[src/rtl/ram32x3_arbiter.sv]
// Two-port round-robin front end for a 32x3 single-port RAM.
// After each reset it zero-fills the RAM, then arbitrates pipelined reads and writes.
module ram32x3_arbiter #(
    parameter int RD_LAT = 1
) (
    input  logic       clk,
    input  logic       Reset_n,
    input  logic       req0,
    input  logic       req1,
    input  logic       we0,
    input  logic       we1,
    input  logic [4:0] addr0,
    input  logic [4:0] addr1,
    input  logic [2:0] wdata0,
    input  logic [2:0] wdata1,
    output logic       gnt0,
    output logic       gnt1,
    output logic       rvalid0,
    output logic       rvalid1,
    output logic [2:0] rdata0,
    output logic [2:0] rdata1,
    output logic       busy,
    output logic [4:0] mem_addr,
    output logic [2:0] mem_data,
    output logic       mem_wren,
    input  logic [2:0] mem_q
);

    typedef enum logic {CLEAR, RUN} state_t;

    state_t      state;
    logic [5:0]  clr_cnt;
    logic        fav1;

    // Read tags: stage 0 lines up with mem_addr, stage RD_LAT with mem_q.
    logic [RD_LAT:0] pipe_vld;
    logic [RD_LAT:0] pipe_port;

    assign busy = (state == CLEAR);
    assign gnt0 = (state == RUN) && req0 && (!req1 || !fav1);
    assign gnt1 = (state == RUN) && req1 && (!req0 || fav1);

    // NOTE: every register here uses <= so all flops sample pre-edge values together.
    always_ff @(posedge clk or negedge Reset_n) begin
        if (!Reset_n) begin
            state    <= CLEAR;
            clr_cnt  <= '0;
            fav1     <= 1'b0;
            mem_addr <= '0;
            mem_data <= '0;
            mem_wren <= 1'b0;
        end else begin
            case (state)
                CLEAR: begin
                    // Bit 5 set means address 31 went out on the previous edge.
                    if (clr_cnt[5]) begin
                        state    <= RUN;
                        mem_wren <= 1'b0;
                    end else begin
                        mem_wren <= 1'b1;
                        mem_addr <= clr_cnt[4:0];
                        mem_data <= '0;
                        clr_cnt  <= clr_cnt + 6'd1;
                    end
                end
                RUN: begin
                    mem_wren <= 1'b0;
                    if (gnt0) begin
                        mem_addr <= addr0;
                        mem_data <= wdata0;
                        mem_wren <= we0;
                        fav1     <= 1'b1;
                    end else if (gnt1) begin
                        mem_addr <= addr1;
                        mem_data <= wdata1;
                        mem_wren <= we1;
                        fav1     <= 1'b0;
                    end
                end
                default: state <= CLEAR;
            endcase
        end
    end

    // NOTE: the tag pipeline is reset, unlike a data RAM, so a reset kills in-flight reads.
    always_ff @(posedge clk or negedge Reset_n) begin
        if (!Reset_n) begin
            pipe_vld  <= '0;
            pipe_port <= '0;
            rvalid0   <= 1'b0;
            rvalid1   <= 1'b0;
            rdata0    <= '0;
            rdata1    <= '0;
        end else begin
            pipe_vld[0]  <= (gnt0 && !we0) || (gnt1 && !we1);
            pipe_port[0] <= gnt1;
            for (int i = 1; i <= RD_LAT; i++) begin
                pipe_vld[i]  <= pipe_vld[i-1];
                pipe_port[i] <= pipe_port[i-1];
            end
            rvalid0 <= pipe_vld[RD_LAT] && !pipe_port[RD_LAT];
            rvalid1 <= pipe_vld[RD_LAT] &&  pipe_port[RD_LAT];
            if (pipe_vld[RD_LAT] && !pipe_port[RD_LAT])
                rdata0 <= mem_q;
            if (pipe_vld[RD_LAT] && pipe_port[RD_LAT])
                rdata1 <= mem_q;
        end
    end

endmodule

[config.mk]
export PLATFORM = sky130hd
export DESIGN_NAME = ram32x3_arbiter
export DESIGN_NICKNAME = d
export VERILOG_FILES = /design/src/rtl/ram32x3_arbiter.sv
export SDC_FILE = /design/constraint.sdc
export NUM_CORES = 1
export LEC_CHECK = 0
export CORE_ASPECT_RATIO = 1.1
export CORE_MARGIN = 2
export CORE_UTILIZATION = 47
export CTS_CLUSTER_DIAMETER = 80
export DETAILED_ROUTE_END_ITERATION = 7
export GPL_TIMING_DRIVEN = 0
export PLACE_DENSITY = 0.81
export SYNTH_ARGS = -nofsm -noshare
export SYNTH_HDL_FRONTEND = slang
export SYNTH_SLANG_ARGS = --single-unit
[constraint.sdc]
create_clock -name clk -period 1.95 [get_ports clk]
set_input_delay 0.39 -clock clk [delete_from_list [all_inputs] [get_ports clk]]
set_output_delay 0.39 -clock clk [all_outputs]
set_load 0.05 [all_outputs]
==> results.yml <==
worst_setup_path:
  crit_fanout: 2
  cp_num_buf_inv: 1
  critPathTopFamily: "buffers and inverters"
  worst-r2r-cell-count: 5
  end_kind: "output port"
  cp.required_ps: 1560
  worst_setup_path_start_kind: "register"
  critPathKind: "reg2out"
  cp.arrival_ps: 1510
  cp.depth: 1
  cpPeakStageDelay_ps: 810
  path_cells: "clkdlybuf4s50_1"
  slowest_stage: "clkdlybuf4s50_1"
route:
  wirelength_mm: 2.64
  num_vias: 976
  drt-pass1-iter-count: 4
  final_antenna_net_count: 0
  wl_per_cell_um: 14.2
  first_iter_violations: 10
  post-route-drc-count: 0
  via_per_inst: 5.25
power:
  vdd_drop_max_mv: 1.27
  leakage_nw: 0.851
  power_mw: 1.79
  power_density_mw_per_mm2: 953
place:
  dpl.hpwl_mm: 2.05
  portBuffers: 44
  gp_congestion: 0.818
  place_inst: 177
  pre_cts_slack_ps: -736
clock_tree:
  clkSinkCount: 29
  cts_hold_buf: 0
  clockBufferDepth: 2
  insertion_delay_ps: 320
  clk_pin_slew_worst_paths_ps: 90
  htreeDepth: 2
  numCtsBuffers: 5
  cts_tree: "built"
  clock_tree.root_cell: "clkbuf_4"
timing:
  maxSlewViolCount: 0
  period_share_pct: 97.5
  finalSetupViolations: 0
  min_period_ps: 1900
  rsz0062_at_grt: "false"
  worst_pin_slew_ps: 679
  final-hold-violation-count: 0
  whs_ps: 94.0
  max_slew_margin_pct: 54.8
  setup_ws_ps: 48.8
  skew_ps: 3.27
  max_freq_ghz: 0.526
final_layout:
  nFillCells: 193
  diodes: 0
  areaGrowthSynthToFinish_pct: 45.3
  instances_no_fill: 186
  multi_input_area_um2: 503
  layout.nets: 180
  regArea_um2: 726
  drive_above_1_share_pct: 23.2
die:
  die_w_um: 54
  fp.coreArea_mm2: 0.00257
  fp-row-count: 19
  ios: 45
  start_util_pct: 50.3
  die_h_um: 59
  dieArea_mm2: 0.00319
yosys:
  synth-seq-cells: 29
  ys_warn_count: 0
  synth_flop_cell: "dfrtp_1"
  synth_nets: 128
  ys_seq_area_share_pct: 56.1
  synth-edff-count: 0
  synth.avg_cell_area_um2: 12.7
  synthesis.area_mm2: 0.00129
  synthArstFlopShare_pct: 100
  synthDistinctLibCells: 27
  syn_inst: 102
grt:
  grt_pass1_wl_mm: 4.51
  gr-total-overflow: 0
  grt_pass1_vias: 1057
  antenna_found_initial: 0
  grt_max_degree: 30
  grtUsageTotal_pct: 19.9
status:
  outcome: "finished clean"
hold_path:
  min_path_type: "in2async"
run:
  cap_violations: 0
==> routing by layer <==
layer,part of all wire (%),global-route usage [%],vias up
met1,42,23.6,468
met2,51,32.9,41
li1,-,-,467
met3,7.6,7.58,0
met4,0,6.43,0
met5,0,0,-
==> report_power, final <==
part	leakage, nW	internal (mW)	total, mW	switching, mW
sequential	0.353	0.663	0.694	0.0309
clock	0.0552	0.397	0.598	0.201
combinational	0.442	0.197	0.498	0.301
total	0.851	1.26	1.79	0.533
==> worst paths after layout <==
| kind | start | end | slack [ps] |
|---|---|---|---|
| max | mem_addr[1] | mem_addr[1] | 50 |
| min | Reset_n | rdata1[0] | 90 |
| max reg2reg | fav1 | mem_addr[4] | 590 |
| min reg2reg | pipe_port[0] | pipe_port[1] | 350 |
| max in group asynchronous | Reset_n | rdata1[1] | 1430 |
| min in group clk | pipe_port[0] | pipe_port[1] | 350 |
==> synthesized netlist by cell type, drive strengths merged, types with 2 or more instances <==
cell,count,area [um^2]
and3,2,12.5
buf,3,27.5
dfrtp,29,726
inv,9,36.3
mux2,7,78.8
mux2i,5,50.1
nand2,6,30.0
nand3,11,55.1
nor2b,2,12.5
o211ai,5,62.6
o21ai,6,30.0
o311ai,3,48.8
xnor2,4,35.0
==> sequential cells by signal, indices dropped and copies added, names as in the netlist <==
name	count
clr_cnt	6
fav1	1
mem_addr	5
mem_data	3
mem_wren	1
pipe_port	2
pipe_vld	2
rdata0	3
rdata1	3
rvalid0	1
rvalid1	1
state	1
==> what timing repair did <==
item / CTS / global route
setup buffers: 1 / 0
hold endpoints to repair: 0 / 0
endpoints found under the setup margin: 3 / 2
gates resized for setup: 16 / 2
==> cell families after synthesis <==
logic type	after synthesis	synth area share, %
AOI/OAI and AO/OA	19	14.3
xor gates and xnor gates	4	2.71
adders and majority gates	1	0.968
buffers and inverters	12	4.94
DFF	29	56.1
muxes	12	9.97
and+or+nand+nor	25	10.9
==> stage by stage <==
step                      util [%]  area (um^2)  setup TNS [ps]
after detailed placement      69.0         1770           -1200
after floorplan                  -         1290               0
after global routing          73.1         1880               0
final                         73.1         1880               0
after global placement        69.0         1770           -1150
after CTS                     73.1         1880               0
==> final cells by class <==
type	count	share of cell area, %
Buffer	3	1.47
Multi-Input combinational cell	61	26.8
Clock inverter	3	3.46
Inverter	9	1.93
Clock buffer	5	2.00
Tap cell	31	2.07
Timing Repair Buffer	45	23.7
Sequential cell	29	38.6
==> cells in the final DEF (no fill, tap or decap), types with 5 or more instances in the layout <==
cell and count:
clkbuf_4 5, nand3_1 11, o21ai_0 5, inv_1 8, clkdlybuf4s50_1 37, mux2_2 7
o211ai_2 5, nand2_1 5, dfrtp_1 29, mux2i_1 5
(Power assumes the default switching activity.)
